--- src/rtl/directory_memreq_arbiter_pkg.sv ---
// Shared types for the directory-bank memory request arbiter: the memory
// request payload, the grant selector and the legal prefetch ring depths.
package directory_memreq_arbiter_pkg;

    typedef struct packed {
        logic [1:0]  cmd;
        logic [5:0]  src_id;
        logic [31:0] addr;
    } I_drtomem_req_type;

    typedef enum logic [1:0] {
        GNT_NONE = 2'd0,
        GNT_DEM  = 2'd1,
        GNT_PF   = 2'd2
    } grant_e;

    localparam int STARVE_W = 8;

    function automatic bit pf_depth_legal(input int depth);
        return (depth == 4) || (depth == 8) || (depth == 16);
    endfunction

endpackage

--- src/rtl/directory_memreq_arbiter_dr_pf_ring.sv ---
// Drop-oldest prefetch ring: an enqueue into a full ring overwrites the head
// entry and reports it on o_overwrite so the owner can count the loss.
module directory_memreq_arbiter_dr_pf_ring
    import directory_memreq_arbiter_pkg::*;
#(
    parameter  int DEPTH = 8,
    localparam int PTR_W = $clog2(DEPTH),
    localparam int OCC_W = PTR_W + 1
) (
    input  logic              clk,
    input  logic              reset,
    input  logic              i_enq,
    input  I_drtomem_req_type i_enq_data,
    input  logic              i_deq,
    input  logic              i_flush,
    output I_drtomem_req_type o_head,
    output logic [OCC_W-1:0]  o_count,
    output logic              o_overwrite
);

    I_drtomem_req_type r_mem [DEPTH];
    logic [PTR_W-1:0]  r_rd_ptr;
    logic [PTR_W-1:0]  r_wr_ptr;
    logic [OCC_W-1:0]  r_count;

    logic w_full;
    logic w_wr_en;
    logic w_rd_adv;

    assign w_full      = (r_count == OCC_W'(DEPTH));
    assign w_wr_en     = i_enq && !i_flush;
    assign w_rd_adv    = !i_flush && (i_deq || (i_enq && w_full));
    assign o_overwrite = w_wr_en && w_full && !i_deq;
    assign o_head      = r_mem[r_rd_ptr];
    assign o_count     = r_count;

    // NOTE: payload storage carries no reset; r_count gates every read, so stale entries are never observed.
    always_ff @(posedge clk) begin
        if (w_wr_en) begin
            r_mem[r_wr_ptr] <= i_enq_data;
        end
    end

    // NOTE: sequential state uses non-blocking assignments so every register samples pre-edge values.
    always_ff @(posedge clk or posedge reset) begin
        if (reset) begin
            r_rd_ptr <= '0;
            r_wr_ptr <= '0;
            r_count  <= '0;
        end else if (i_flush) begin
            r_rd_ptr <= '0;
            r_wr_ptr <= '0;
            r_count  <= '0;
        end else begin
            if (w_wr_en) begin
                r_wr_ptr <= r_wr_ptr + PTR_W'(1);
            end
            if (w_rd_adv) begin
                r_rd_ptr <= r_rd_ptr + PTR_W'(1);
            end
            if (i_enq && !i_deq && !w_full) begin
                r_count <= r_count + OCC_W'(1);
            end else if (i_deq && !i_enq) begin
                r_count <= r_count - OCC_W'(1);
            end
        end
    end

endmodule

--- src/rtl/directory_memreq_arbiter.sv ---
// Shares the directory bank's drtomem_req channel between demand misses and a
// drop-oldest prefetch ring; demand wins unless prefetches have starved.
module directory_memreq_arbiter
    import directory_memreq_arbiter_pkg::*;
#(
    parameter  int PF_DEPTH   = 8,
    parameter  int STARVE_MAX = 16,
    parameter  int CNT_W      = 16,
    localparam int OCC_W      = $clog2(PF_DEPTH) + 1
) (
    input  logic              clk,
    input  logic              reset,
    input  logic              dem_valid,
    output logic              dem_retry,
    input  I_drtomem_req_type dem_req,
    input  logic              pf_valid,
    output logic              pf_retry,
    input  I_drtomem_req_type pf_req,
    input  logic              pf_flush,
    output logic              drtomem_req_valid,
    input  logic              drtomem_req_retry,
    output I_drtomem_req_type drtomem_req,
    output logic              pf_drop,
    output logic [CNT_W-1:0]  pf_drop_cnt,
    output logic [OCC_W-1:0]  pf_occupancy
);

    if (!pf_depth_legal(PF_DEPTH) || (STARVE_MAX < 1) || (STARVE_MAX > 255)) begin : g_bad_params
        $error("directory_memreq_arbiter: PF_DEPTH must be 4/8/16 and STARVE_MAX 1..255");
    end

    localparam logic [STARVE_W-1:0] STARVE_LIM = STARVE_W'(STARVE_MAX);

    logic                r_out_valid;
    I_drtomem_req_type   r_out_req;
    logic [STARVE_W-1:0] r_starve_cnt;
    logic                r_pf_drop;
    logic [CNT_W-1:0]    r_drop_cnt;

    logic                w_load_en;
    logic                w_ring_nonempty;
    logic                w_force_pf;
    grant_e              w_grant;
    I_drtomem_req_type   w_pf_head;
    logic [OCC_W-1:0]    w_ring_count;
    logic                w_overwrite;

    directory_memreq_arbiter_dr_pf_ring #(
        .DEPTH (PF_DEPTH)
    ) u_dr_pf_ring (
        .clk         (clk),
        .reset       (reset),
        .i_enq       (pf_valid),
        .i_enq_data  (pf_req),
        .i_deq       (w_grant == GNT_PF),
        .i_flush     (pf_flush),
        .o_head      (w_pf_head),
        .o_count     (w_ring_count),
        .o_overwrite (w_overwrite)
    );

    assign w_load_en       = !r_out_valid || !drtomem_req_retry;
    assign w_ring_nonempty = (w_ring_count != '0);

    // NOTE: every always_comb output gets a default first so no path leaves it unassigned (no latch).
    always_comb begin
        w_grant    = GNT_NONE;
        w_force_pf = 1'b0;
        if (w_load_en) begin
            if ((r_starve_cnt == STARVE_LIM) && w_ring_nonempty) begin
                w_grant    = GNT_PF;
                w_force_pf = 1'b1;
            end else if (dem_valid) begin
                w_grant = GNT_DEM;
            end else if (w_ring_nonempty) begin
                w_grant = GNT_PF;
            end
        end
    end

    // Depends only on registered state and drtomem_req_retry, never on dem_valid.
    assign dem_retry = !w_load_en || w_force_pf;
    assign pf_retry  = 1'b0;

    always_ff @(posedge clk or posedge reset) begin
        if (reset) begin
            r_starve_cnt <= '0;
        end else if (pf_flush || !w_ring_nonempty || (w_grant == GNT_PF)) begin
            r_starve_cnt <= '0;
        end else if ((w_grant == GNT_DEM) && (r_starve_cnt != STARVE_LIM)) begin
            r_starve_cnt <= r_starve_cnt + STARVE_W'(1);
        end
    end

    always_ff @(posedge clk or posedge reset) begin
        if (reset) begin
            r_out_valid <= 1'b0;
            r_out_req   <= '0;
        end else if (w_load_en) begin
            r_out_valid <= (w_grant != GNT_NONE);
            if (w_grant == GNT_DEM) begin
                r_out_req <= dem_req;
            end else if (w_grant == GNT_PF) begin
                r_out_req <= w_pf_head;
            end
        end
    end

    always_ff @(posedge clk or posedge reset) begin
        if (reset) begin
            r_pf_drop  <= 1'b0;
            r_drop_cnt <= '0;
        end else begin
            r_pf_drop <= w_overwrite;
            if (w_overwrite && (r_drop_cnt != '1)) begin
                r_drop_cnt <= r_drop_cnt + CNT_W'(1);
            end
        end
    end

    assign drtomem_req_valid = r_out_valid;
    assign drtomem_req       = r_out_req;
    assign pf_drop           = r_pf_drop;
    assign pf_drop_cnt       = r_drop_cnt;
    assign pf_occupancy      = w_ring_count;

endmodule
--- config.mk ---
export PLATFORM = sky130hd
export DESIGN_NAME = directory_memreq_arbiter
export DESIGN_NICKNAME = d
export VERILOG_FILES = /design/src/rtl/directory_memreq_arbiter_pkg.sv /design/src/rtl/directory_memreq_arbiter_dr_pf_ring.sv /design/src/rtl/directory_memreq_arbiter.sv
export SDC_FILE = /design/constraint.sdc
export NUM_CORES = 1
export LEC_CHECK = 0
export ABC_AREA = 1
export CAP_MARGIN = 20
export CORE_ASPECT_RATIO = 2
export CORE_MARGIN = 8
export CORE_UTILIZATION = 52
export CTS_CLUSTER_SIZE = 30
export DETAILED_ROUTE_END_ITERATION = 10
export PLACE_DENSITY = 0.77
export REMOVE_ABC_BUFFERS = 1
export SETUP_SLACK_MARGIN = 0.02
export SYNTH_ARGS = -nofsm -noshare
export SYNTH_HDL_FRONTEND = slang
export SYNTH_HIERARCHICAL = 1
export SYNTH_SLANG_ARGS = --single-unit
--- constraint.sdc ---
create_clock -name clk -period 2.9 [get_ports clk]
set_clock_uncertainty 0.15 [all_clocks]
set_input_delay 0.435 -clock clk [delete_from_list [all_inputs] [get_ports clk]]
set_output_delay 0.435 -clock clk [all_outputs]
set_load 0.005 [all_outputs]
==> impl_metrics.env <==
export IMPL_status="completed"
export IMPL_hold_viol=0
export IMPL_final_layout_size_suffix_gt1_share_pct=7.11
export IMPL_period_minus_slack_ps=2690
export IMPL_initial_core_util_pct=52.3
export IMPL_worstPathMaxFanout=5
export IMPL_arrival_ps=2110
export IMPL_synth_cell_area_sq_mm=0.0167
export IMPL_synth_seq_area_share_pct=69.0
export IMPL_async_reset_ff_share_pct=19.2
export IMPL_startpoint_type="flip-flop"
export IMPL_synthMostInstantiatedCell="nor2_1"
export IMPL_tightest_slew_ps=773
export IMPL_timing_slew_headroom_pct=48.4
export IMPL_fmax_mhz=371
export IMPL_antenna_found_initial=1
export IMPL_hold_worst_slack_ps=154
export IMPL_die_h_microns=269
export IMPL_htreeDepth=2
export IMPL_ant_nets=0
export IMPL_track_usage_pct=20.0
export IMPL_synth_edf_count=320
export IMPL_final_setup_viol_count=0
export IMPL_cts_sinks=396
export IMPL_grt_pass1_vias=11635
export IMPL_rows=93
export IMPL_grt_first_pass_wirelength_microns=61000
export IMPL_drc=0
export IMPL_synth_avg_cell_area_sq_um=10.8
export IMPL_place_ws_ps=50.3
export IMPL_grt_ovfl_total=0
export IMPL_vdd_drop_max_v=0.000645
export IMPL_num_vias=11614
export IMPL_drtIter0Drc=905
export IMPL_grt_start_max_net_pins=162
export IMPL_ys_ff_latch=396
export IMPL_placed_cells=2075
export IMPL_dieArea_sq_mm=0.0384
export IMPL_clk_pin_slew_ps=70
export IMPL_final_seq_area_sq_mm=0.0115
export IMPL_setup_ws_ps=206
export IMPL_viasPerCell=5.42
export IMPL_required_ps=2320
export IMPL_cts_path_max_buffers=3
export IMPL_synth_top_cell_area_share_pct=57.6
export IMPL_synthTopCellsByArea="edfxtp_1, dfrtp_1, nor2_1, nand2_1, o21ai_1"
export IMPL_min_path_type="in -> async"
export IMPL_wire_per_inst_microns=17.7
export IMPL_nets=1785
export IMPL_drv_cap=0
export IMPL_hpwl_microns=22700
export IMPL_synthCells=1546
export IMPL_cts_tree="built"
export IMPL_fin_util_pct=62.6
export IMPL_ys_types=37
export IMPL_synthTopCellsByCount="nor2_1, nand2_1, edfxtp_1, o21ai_1, o21ai_0"
export IMPL_synth_flop_cell="edfxtp_1"
export IMPL_cts_buffers=35
export IMPL_globalplace_congestion=0.814
export IMPL_synth_warnings=6
export IMPL_slew_viol_final=0
export IMPL_coreArea_sq_mm=0.0319
export IMPL_syn_to_final_growth_pct=19.7
export IMPL_rsz0062_at_grt="yes"
export IMPL_multiInputGateArea_sq_mm=0.00465
export IMPL_crit_path_end_kind="primary output"
export IMPL_cts_root_buf="clkbuf_16"
export IMPL_die_width_microns=143
export IMPL_power_density_mw_per_mm2=745
export IMPL_crit_type="reg -> out"
export IMPL_final_cell_count_no_fill=2143
export IMPL_total_power_mw=14.9
export IMPL_synth_area_leader_cell="edfxtp_1"
export IMPL_routed_wl_microns=38000
export IMPL_io_pins=150
export IMPL_p_leak_nw=7.29
export IMPL_fillers=2508
export IMPL_dr_pass1_iters=5
export IMPL_fin_crit_sh_pct=92.9
export IMPL_io_buffer_count=148
export IMPL_insertion_delay_ps=530
[registers in the layout, indices dropped and copies added (netlist names)]
| name | count |
|---|---|
| pf_drop_cnt | 16 |
| u_dr_pf_ring/r_wr_ptr | 3 |
| drtomem_req | 40 |
| u_dr_pf_ring/r_rd_ptr | 3 |
| pf_drop | 1 |
| u_dr_pf_ring/o_count | 4 |
| drtomem_req_valid | 1 |
| r_starve_cnt | 8 |
| u_dr_pf_ring/r_mem | 320 |
[logic make-up (layout without fill, tap and decap cells)]
group,after synthesis,after routing,share of synthesized area [%]
XOR/XNOR,9,9,0.473
other,1,2,0.0225
buffers and inverters,121,290,3.64
AND/OR/NAND/NOR,713,713,16.8
adder cells (fa/ha/maj),11,11,0.870
flip-flops,396,396,69.0
AO/OA/AOI/OAI,295,295,9.20
[power breakdown]
| group | total, mW | internal (mW) | switching [mW] |
|---|---|---|---|
| Clock | 4.34 | 2.35 | 1.99 |
| Combinational | 3.72 | 1.61 | 2.11 |
| Sequential | 6.80 | 6.55 | 0.247 |
| Total | 14.9 | 10.5 | 4.35 |
[cell usage in the layout, fill, tap and decap left out, types with 4 or more instances in the layout]
master	Yosys	final
xnor2_1	4	4
clkinvlp_4	0	4
o21ai_1	159	159
buf_4	1	19
o21ai_0	87	87
nor2_1	333	324
clkbuf_1	40	13
nor2_4	2	10
a21oi_1	6	6
inv_1	34	32
xor2_1	5	5
a31oi_1	40	40
inv_2	3	4
nand3_1	29	29
buf_12	1	21
ha_1	10	8
nand2_1	331	331
edfxtp_1	320	320
nand3b_1	5	5
nand2_2	4	4
dfrtp_1	76	73
clkdlybuf4s50_1	0	148
clkbuf_16	0	35
clkinv_2	0	4
[through the flow]
step                      setup TNS [ps]  cell area (sq um)
after floorplan                  -126300              16200
after global placement                 0              18900
after detailed placement               0              18900
after CTS                              0              19900
after global routing               -6.75              20000
final                                  0              20000
[layout make-up]
| type | count | share of cell area [%] |
|---|---|---|
| diodes | 1 | 0.0125 |
| repair buffers | 188 | 10.2 |
| well taps | 427 | 2.68 |
| flip-flops and latches | 396 | 57.7 |
| multi-input cells | 1029 | 23.3 |
| clock inverters | 13 | 0.476 |
| clock buffers | 51 | 4.84 |
| inverters | 38 | 0.733 |
[metal layers]
metal,GRT usage [%],part of all wire [%]
met5,0,0
met2,34.9,52
met4,6.22,2.1
met3,3.65,6.7
met1,24.3,39
[critical path, stage by stage (launching register included)]
cell and delay (ps):
dfrtp_1 420, inv_1 90, ha_1 170, nand2_1 60, nor2_1 170, nand2_1 80, nand2_1 80, clkdlybuf4s50_1 510
[repair_timing]
item,CTS,global route
setup buffers,0,3
gates resized for setup,0,3
hold buffers,0,0
setup endpoints to repair,0,12
[final timing paths]
path / startpoint / end / slack [ps] / depth (start not counted)
min in group clk: dem_req[5] / drtomem_req[5] / 330 / 3
max in group asynchronous: reset / drtomem_req[21] / 1800 / 3
worst min register to register: pf_drop_cnt[14] / pf_drop_cnt[14] / 370 / 2
worst min-delay path: reset / u_dr_pf_ring/r_rd_ptr[1] / 150 / 2
worst max-delay path: r_starve_cnt[1] / dem_retry / 210 / 7
worst max register to register: r_starve_cnt[1] / pf_drop_cnt[15] / 210 / 17
No activity file was read; power rests on OpenSTA's default activity.
